[src/rtl/cfg_boot_sequencer_if.sv]
// Host write port and shared configuration bus of the boot sequencer.
// The sequencer takes the master side, the host/bus environment the slave side.
interface cfg_boot_sequencer_if;
    logic       host_valid;
    logic       host_ready;
    logic [7:0] host_addr;
    logic [7:0] host_wdata;
    logic       cfg_we;
    logic [7:0] cfg_addr;
    logic [7:0] cfg_wdata;

    modport master (
        input  host_valid,
        input  host_addr,
        input  host_wdata,
        output host_ready,
        output cfg_we,
        output cfg_addr,
        output cfg_wdata
    );

    modport slave (
        output host_valid,
        output host_addr,
        output host_wdata,
        input  host_ready,
        input  cfg_we,
        input  cfg_addr,
        input  cfg_wdata
    );
endinterface

[src/rtl/cfg_boot_sequencer.sv]
// Replays a ROM boot table onto the config bus, then drains a host write FIFO.
// Sole master of the config bus; addresses are passed through unfiltered.
module cfg_boot_sequencer #(
    parameter int ROM_AW     = 6,
    parameter int BOOT_LEN   = 64,
    parameter int FIFO_DEPTH = 4
) (
    input  logic              clk,
    input  logic              rst_n,
    input  logic              reboot,
    output logic [ROM_AW-1:0] rom_addr,
    input  logic [15:0]       rom_data,
    output logic              boot_done,
    cfg_boot_sequencer_if.master bus
);
    localparam int PW = $clog2(FIFO_DEPTH);
    localparam logic [ROM_AW-1:0] LAST_IDX = ROM_AW'(BOOT_LEN - 1);
    localparam logic [PW:0] FULL_CNT = (PW + 1)'(FIFO_DEPTH);

    typedef enum logic [1:0] {
        RST,
        FETCH,
        WRITE,
        DONE
    } state_t;

    state_t state, state_n;

    logic [ROM_AW-1:0] idx, idx_n;
    logic [15:0]       mem [FIFO_DEPTH];
    logic [PW-1:0]     wptr, rptr;
    logic [PW:0]       count;
    logic              push, pop, full, empty;
    logic              we_n;
    logic [7:0]        addr_n, wdata_n;

    assign full  = (count == FULL_CNT);
    assign empty = (count == '0);

    // Ready stays low for the whole cycle after a reset edge.
    assign bus.host_ready = (state != RST) && !full;
    assign push           = bus.host_valid && bus.host_ready;

    assign rom_addr  = idx;
    assign boot_done = (state == DONE);

    always_comb begin
        state_n = state;
        idx_n   = idx;
        pop     = 1'b0;
        we_n    = 1'b0;
        addr_n  = bus.cfg_addr;
        wdata_n = bus.cfg_wdata;
        unique case (state)
            RST: begin
                state_n = FETCH;
                idx_n   = '0;
            end
            FETCH: state_n = WRITE;
            WRITE: begin
                if (rom_data == 16'hFFFF) begin
                    state_n = DONE;
                end else begin
                    we_n    = 1'b1;
                    addr_n  = rom_data[15:8];
                    wdata_n = rom_data[7:0];
                    if (idx == LAST_IDX) begin
                        state_n = DONE;
                    end else begin
                        idx_n   = idx + ROM_AW'(1);
                        state_n = FETCH;
                    end
                end
            end
            DONE: begin
                // Reboot wins over a pending pop; the FIFO keeps its entry.
                if (reboot) begin
                    idx_n   = '0;
                    state_n = FETCH;
                end else if (!empty) begin
                    pop     = 1'b1;
                    we_n    = 1'b1;
                    addr_n  = mem[rptr][15:8];
                    wdata_n = mem[rptr][7:0];
                end
            end
            default: state_n = RST;
        endcase
    end

    always_ff @(posedge clk) begin
        if (!rst_n) begin
            state         <= RST;
            idx           <= '0;
            wptr          <= '0;
            rptr          <= '0;
            count         <= '0;
            bus.cfg_we    <= 1'b0;
            bus.cfg_addr  <= 8'h00;
            bus.cfg_wdata <= 8'h00;
        end else begin
            state         <= state_n;
            idx           <= idx_n;
            bus.cfg_we    <= we_n;
            bus.cfg_addr  <= addr_n;
            bus.cfg_wdata <= wdata_n;
            if (push) wptr <= wptr + PW'(1);
            if (pop)  rptr <= rptr + PW'(1);
            case ({push, pop})
                2'b10:   count <= count + (PW + 1)'(1);
                2'b01:   count <= count - (PW + 1)'(1);
                default: count <= count;
            endcase
        end
    end

    // Storage needs no reset: only slots covered by count are ever read.
    always_ff @(posedge clk) begin
        if (push) mem[wptr] <= {bus.host_addr, bus.host_wdata};
    end
endmodule
[src/flat_wrapper.sv]
// flat-port wrapper written by rule: the top's interface ports become plain ports
module cfg_boot_sequencer_flat 
#(
    parameter int ROM_AW     = 6,
    parameter int BOOT_LEN   = 64,
    parameter int FIFO_DEPTH = 4
)
  (clk, rst_n, reboot, rom_addr, rom_data, boot_done, bus_host_valid, bus_host_addr, bus_host_wdata, bus_host_ready, bus_cfg_we, bus_cfg_addr, bus_cfg_wdata);
  cfg_boot_sequencer_if bus_i ();
  input  logic clk;
  input  logic rst_n;
  input  logic reboot;
  output logic [ROM_AW-1:0] rom_addr;
  input  logic [15:0] rom_data;
  output logic boot_done;
  input wire logic [$bits(bus_i.host_valid)-1:0] bus_host_valid;
  input wire logic [$bits(bus_i.host_addr)-1:0] bus_host_addr;
  input wire logic [$bits(bus_i.host_wdata)-1:0] bus_host_wdata;
  output wire logic [$bits(bus_i.host_ready)-1:0] bus_host_ready;
  output wire logic [$bits(bus_i.cfg_we)-1:0] bus_cfg_we;
  output wire logic [$bits(bus_i.cfg_addr)-1:0] bus_cfg_addr;
  output wire logic [$bits(bus_i.cfg_wdata)-1:0] bus_cfg_wdata;
  assign bus_i.host_valid = bus_host_valid;
  assign bus_i.host_addr = bus_host_addr;
  assign bus_i.host_wdata = bus_host_wdata;
  assign bus_host_ready = bus_i.host_ready;
  assign bus_cfg_we = bus_i.cfg_we;
  assign bus_cfg_addr = bus_i.cfg_addr;
  assign bus_cfg_wdata = bus_i.cfg_wdata;
  cfg_boot_sequencer #(.ROM_AW(ROM_AW), .BOOT_LEN(BOOT_LEN), .FIFO_DEPTH(FIFO_DEPTH)) u_core (.clk(clk), .rst_n(rst_n), .reboot(reboot), .rom_addr(rom_addr), .rom_data(rom_data), .boot_done(boot_done), .bus(bus_i));
endmodule
[config.mk]
export PLATFORM = sky130hd
export DESIGN_NAME = cfg_boot_sequencer_flat
export DESIGN_NICKNAME = d
export VERILOG_FILES = /design/src/rtl/cfg_boot_sequencer_if.sv /design/src/rtl/cfg_boot_sequencer.sv /design/src/flat_wrapper.sv
export SDC_FILE = /design/constraint.sdc
export NUM_CORES = 1
export LEC_CHECK = 0
export BUFFER_PORTS_ARGS = -buffer_cell sky130_fd_sc_hd__buf_2
export CORE_ASPECT_RATIO = 0.5
export CORE_UTILIZATION = 30
export DETAILED_ROUTE_END_ITERATION = 7
export GPL_ROUTABILITY_DRIVEN = 0
export SYNTH_ARGS = -nofsm -noshare
export SYNTH_HDL_FRONTEND = slang
export SYNTH_SLANG_ARGS = --single-unit
export TNS_END_PERCENT = 30
[constraint.sdc]
create_clock -name clk -period 3.6 [get_ports clk]
set_input_delay 0.72 -clock clk [delete_from_list [all_inputs] [get_ports clk]]
set_output_delay 0.72 -clock clk [all_outputs]
set_load 0.03 [all_outputs]
# [Word level (Yosys, flattened, before mapping)]
# Memory sizes are Yosys's and may differ from the RTL's. A register that Yosys moved wholly into a read port is not among the register bits.
# Index checks and enable logic that the tools add are counted.
[op_classes] addsub=5 n_eq_ne=13 muxes=26 reduce_logical=11
[ops] operator="$mux 8" count=6
[ops] operator="$pmux 8 s2" count=2
[ops] operator="$mux 6" count=3
[ops] operator="$pmux 6 s3" count=1
[ops] operator="$eq 16x16->1 const B" count=1
[ops] operator="$mux 2" count=5
[ops] operator="$ne 2x2->1 const B" count=5
[ops] operator="$pmux 2 s4" count=1
[ops] operator="$reduce_and 4->1" count=2
[ops] operator="$add 6x1->6 const B" count=1
[ops] operator="$eq 2x2->1 const B" count=3
[ops] operator="$eq 6x6->1 const B" count=1
[ops] operator="$mux 1" count=6
[ops] operator="$pmux 3 s2" count=1
[ops] operator="$reduce_bool 2->1" count=3
[ops] operator="$add 2x1->2 const B" count=2
[ops] operator="$eq 2x1->1 const B" count=2
[ops] operator="$add 3x1->3 const B" count=1
[ops] operator="$eq 3x3->1 const B" count=1
[ops] operator="$logic_not 3->1" count=1
[ops] operator="$reduce_bool 3->1" count=1
[ops] operator="$sub 3x1->3 const B" count=1
[ops] operator="$logic_and 1x1->1" count=2
[ops] operator="$logic_not 2->1" count=1
[ops] operator="2 further kinds" count=2
[totals] ff_bits=32 ramBits=64 inputBits=36 out_inout_bits=25 wordCells=64 memories=1
[mem_list] name="u_core.mem" words=4 word_bits=16 rd=1 rd_ports_with_merged_regs=1 write_ports=1 line_no="cfg_boot_sequencer.sv:30" text="logic [15:0] mem [FIFO_DEPTH];"

# [Longest topological paths before layout]
[depth] ltp_word=6 ltp_mapped=11 depth_no_buf=10

# [Least setup slack after synthesis]
# OpenSTA, ideal clock, no wires.
[synth_path] kind="reg-to-reg" start="register u_core.state[0]" end="register u_core.count[2]" setup_time_ns=0.070 arrival_time_ns=2.640 required_time_ns=3.530 setup_slack_ns=0.890 path_stages_with_launch=12 path_buffers=2 period_less_slack_ns=2.710 cell_sequence="dfxtp_1 ha_1 buf_2 nor2b_1 buf_4 o31a_2 ha_1 inv_1 fa_1 xor2_1 or3_1 a21oi_1"
[synth_via] elab_cells_between_ends=9 cone_classes="eq/ne: 3; mux: 2; reduce/logical: 4"
[synth_lines] element="from (decl)" line_no="cfg_boot_sequencer.sv:27" text="state_t state, state_n;"
[synth_lines] element="from (signal assigned)" line_no="cfg_boot_sequencer.sv:102" text="state <= state_n;"
[synth_lines] element="$eq 2x2->1 *"
[synth_lines] element="named net boot_done" line_no="flat_wrapper.sv:15" text="output logic boot_done;"
[synth_lines] element="$mux 1 *" line_no="cfg_boot_sequencer.sv:54" text="unique case (state)"
[synth_lines] element="named net u_core.pop" line_no="cfg_boot_sequencer.sv:33" text="logic push, pop, full, empty;"
[synth_lines] element="$eq 2x1->1 or $eq 2x2->1 (tied branches)" line_no="cfg_boot_sequencer.sv:109" text="case ({push, pop})"
[synth_lines] element="$pmux 3 s2 or $reduce_bool 2->1 (tied branches)"
[synth_lines] element="to (signal assigned)" line_no="cfg_boot_sequencer.sv:110" text="2'b10: count <= count + (PW + 1)'(1);"
[synth_lines] element="to (signal assigned)" line_no="cfg_boot_sequencer.sv:111" text="2'b01: count <= count - (PW + 1)'(1);"
[synth_lines] element="to (signal assigned)" line_no="cfg_boot_sequencer.sv:112" text="default: count <= count;"
[synth_lines] element="to (decl)" line_no="cfg_boot_sequencer.sv:32" text="logic [PW:0] count;"
# The timed path passes the listed nets; every way through them passes the cells marked *.
# A chain may end at the register's enable or synchronous reset.

# [Worst setup path in the final report]
[layout_path] start="register u_core.state[0]" end="register u_core.count[2]"
[layout_via] elab_cells_between_ends=9 cone_classes="eq/ne: 3; mux: 2; reduce/logical: 4"
[layout_lines] element="$eq 2x2->1 *" line_no="cfg_boot_sequencer.sv:54"
[layout_lines] element="$mux 1 *" line_no="cfg_boot_sequencer.sv:54"
[layout_lines] element="named net u_core.pop" line_no="cfg_boot_sequencer.sv:33"
[layout_lines] element="$eq 2x1->1 or $eq 2x2->1 (tied branches)" line_no="cfg_boot_sequencer.sv:109"
[layout_lines] element="$pmux 3 s2 or $reduce_bool 2->1 (tied branches)"
# Marked as above.

==> flow_summary.json <==
{
  "setup_violations": 0,
  "synthFlopType": "edfxtp_1",
  "die_y_um": 86.4,
  "syn-num-nets": 347,
  "synth_edf_count": 64,
  "hold_path_class": "reg -> reg",
  "async_flop_share_pct": 0,
  "start_util_pct": 31.1,
  "area_growth_pct": 18.0,
  "drc": 0,
  "grt.busiest_layer": "met2",
  "worst_setup_path_start_kind": "register",
  "hpwlAfterDp_um": 5610,
  "vias": 2500,
  "yosysSeqAreaShare_pct": 60.9,
  "critPathMaxFanout": 19,
  "critPathCaptureType": "register",
  "slowest_stage": "dfxtp_1",
  "clock_skew_ns": 0.00713,
  "fp.dieArea_um2": 14800,
  "vias_per_cell": 4.50,
  "syn-instance-count": 299,
  "slew_headroom_pct": 44.2,
  "dr.pass1.iters": 4,
  "rows": 30,
  "timing_worst_setup_path_type": "reg -> reg",
  "power.leakage_nw": 1.90,
  "io_pins": 61,
  "layout.nets": 406,
  "cts_buffers": 9,
  "power_density_nw_per_um2": 459,
  "drv_cap": 0,
  "grt_max_degree": 41,
  "fin_cells": 555,
  "tightest_slew_ns": 0.837,
  "clk_pin_slew_worst_paths_ns": 0.07,
  "drt_first_iter_violations": 176,
  "n_fill_cell": 1359,
  "fin_crit_ns": 2.70,
  "synth_area_leaders": "edfxtp_1, dfxtp_1, mux4_2, mux2i_1, mux2_1",
  "crit_chain": "ha_1 -> buf_4 -> nor2b_1 -> buf_4 -> o31a_2 -> ha_1 -> inv_1 -> fa_1 -> xor2_1 -> or3_1 -> a21oi_1",
  "rsz0062_at_grt": "false",
  "gr-usage-met2_pct": 20.1,
  "ir_drop_v": 0.000210,
  "tns_ns": 0,
  "synth_common_cells": "edfxtp_1, nand2_1, dfxtp_1, mux2i_1",
  "grt_use_total_pct": 11.8,
  "cts-root-buf": "clkbuf_16",
  "grt_pass1_vias": 2529,
  "max_stage_delay_ns": 0.40,
  "period_share_pct": 74.9,
  "postCtsSetupRepairBufs": 0,
  "grt_first_pass_wirelength_um": 13100,
  "post_cts_resized": 0,
  "dieWidth_um": 171,
  "diodes": 0,
  "yosys.cell_types.count": 51,
  "status": "completed",
  "tritoncts": "yes",
  "cts_sinks": 98,
  "place_inst": 539,
  "routed_wl_um": 8220,
  "synth.most_common_cell": "edfxtp_1",
  "use_met1_pct": 14.5,
  "finalHoldWorstSlack_ns": 0.460,
  "hold_buffers": 0,
  "yosys.area.top_type": "edfxtp_1",
  "syn-cell-area_um2": 4270,
  "io_buffers": 60,
  "antenna_left": 0,
  "wl_per_cell_um": 14.8,
  "max_freq_ghz": 0.371,
  "slew_viol_final": 0,
  "grt-ovfl-total": 0,
  "synth_seq_cells": 98,
  "avgSynthCellArea_um2": 14.3,
  "cp.required_ns": 3.87,
  "antenna_found_initial": 1,
  "hold_viol": 0,
  "clk_latency_ns": 0.34,
  "core_region_area_um2": 13700,
  "yosys.area.top_type_share_pct": 45.0,
  "crit_arrival_ns": 2.96,
  "postLayoutCoreUtil_pct": 36.7,
  "synth_warnings": 0,
  "htreeDepth": 3,
  "cts.path.max_buffers": 2,
  "gr-usage-met3_pct": 3.33,
  "layout-drive-gt1-share_pct": 27.5
}
==> registers in the layout (all words and copies together), names as in the netlist, named ones only <==
register,flops
u_core.bus.cfg_addr,8
u_core.bus.cfg_wdata,8
u_core.bus.cfg_we,1
u_core.count,3
u_core.mem,64
u_core.rom_addr,6
u_core.rptr,2
u_core.state,2
u_core.wptr,2
==> cell families (layout without fill, tap and decap cells) <==
family                   after synthesis  after routing  synth area share (%)
AND/OR/NAND/NOR                       80             80                  9.34
flip-flops                            98             98                  60.9
adder cells (fa/ha/maj)               12             12                  3.69
AO/OA/AOI/OAI                         27             27                  5.12
XOR/XNOR                               5              5                  1.02
buffers and inverters                 27             91                  3.07
multiplexers                          50             50                  16.9
==> power breakdown <==
part,switching [mW],total [mW],internal [mW]
sequential,0.0121,1.24,1.22
clock,0.444,0.934,0.489
combinational,0.0888,0.146,0.0571
total,0.545,2.32,1.77
==> final timing paths <==
check,startpoint,end,slack [ns],cells past startpoint
setup reg to reg,u_core.state[0],u_core.count[2],0.90,11
hold / removal,u_core.bus.cfg_wdata[5],u_core.bus.cfg_wdata[5],0.46,2
setup / recovery,u_core.state[0],u_core.count[2],0.90,11
hold reg to reg,u_core.bus.cfg_wdata[5],u_core.bus.cfg_wdata[5],0.46,2
==> worst max-delay path, delay by kind of cell (launching register included) <==
family	cells	cell delay, ns
adder cells (fa/ha/maj)	3	0.73
buffers and inverters	3	0.50
AND/OR/NAND/NOR	2	0.47
flip-flops	1	0.40
AO/OA/AOI/OAI	2	0.36
XOR/XNOR	1	0.16
==> metal layers <==
| layer | part of all wire [%] | wire length [um] |
|---|---|---|
| met5 | 0.097 | 8 |
| met4 | 1.3 | 103 |
| met3 | 3.6 | 296 |
| met2 | 49 | 4010 |
| met1 | 46 | 3810 |
==> cell type report <==
| type | count | area, um^2 | share of cell area (%) |
|---|---|---|---|
| sequential | 98 | 2600 | 51.6 |
| clock inverter | 7 | 68.8 | 1.36 |
| inverter | 12 | 45.0 | 0.893 |
| timing repair buffer | 63 | 323 | 6.40 |
| multi-input combinational | 174 | 1540 | 30.5 |
| clock buffer | 9 | 225 | 4.46 |
| tap | 192 | 240 | 4.76 |
==> cell usage in the layout, fill, tap and decap left out, types with 6 or more instances in the layout <==
cell type,n
edfxtp_1,64
buf_2,60
nand2_1,40
dfxtp_1,34
mux2i_1,18
mux4_2,16
mux2_1,16
nor2_1,13
inv_1,12
ha_1,11
clkbuf_16,9
a21oi_1,6
==> metrics by stage <==
step                      area [um^2]  power, mW  setup slack (ns)
after floorplan                  4270       1.35             0.890
after global routing             5040       2.40             0.588
after global placement           4750       1.41             0.953
final                            5040       2.32             0.903
after detailed placement         4750       1.41             0.919
after CTS                        5040       2.34             0.892
Power figures use the tool's default switching activity.
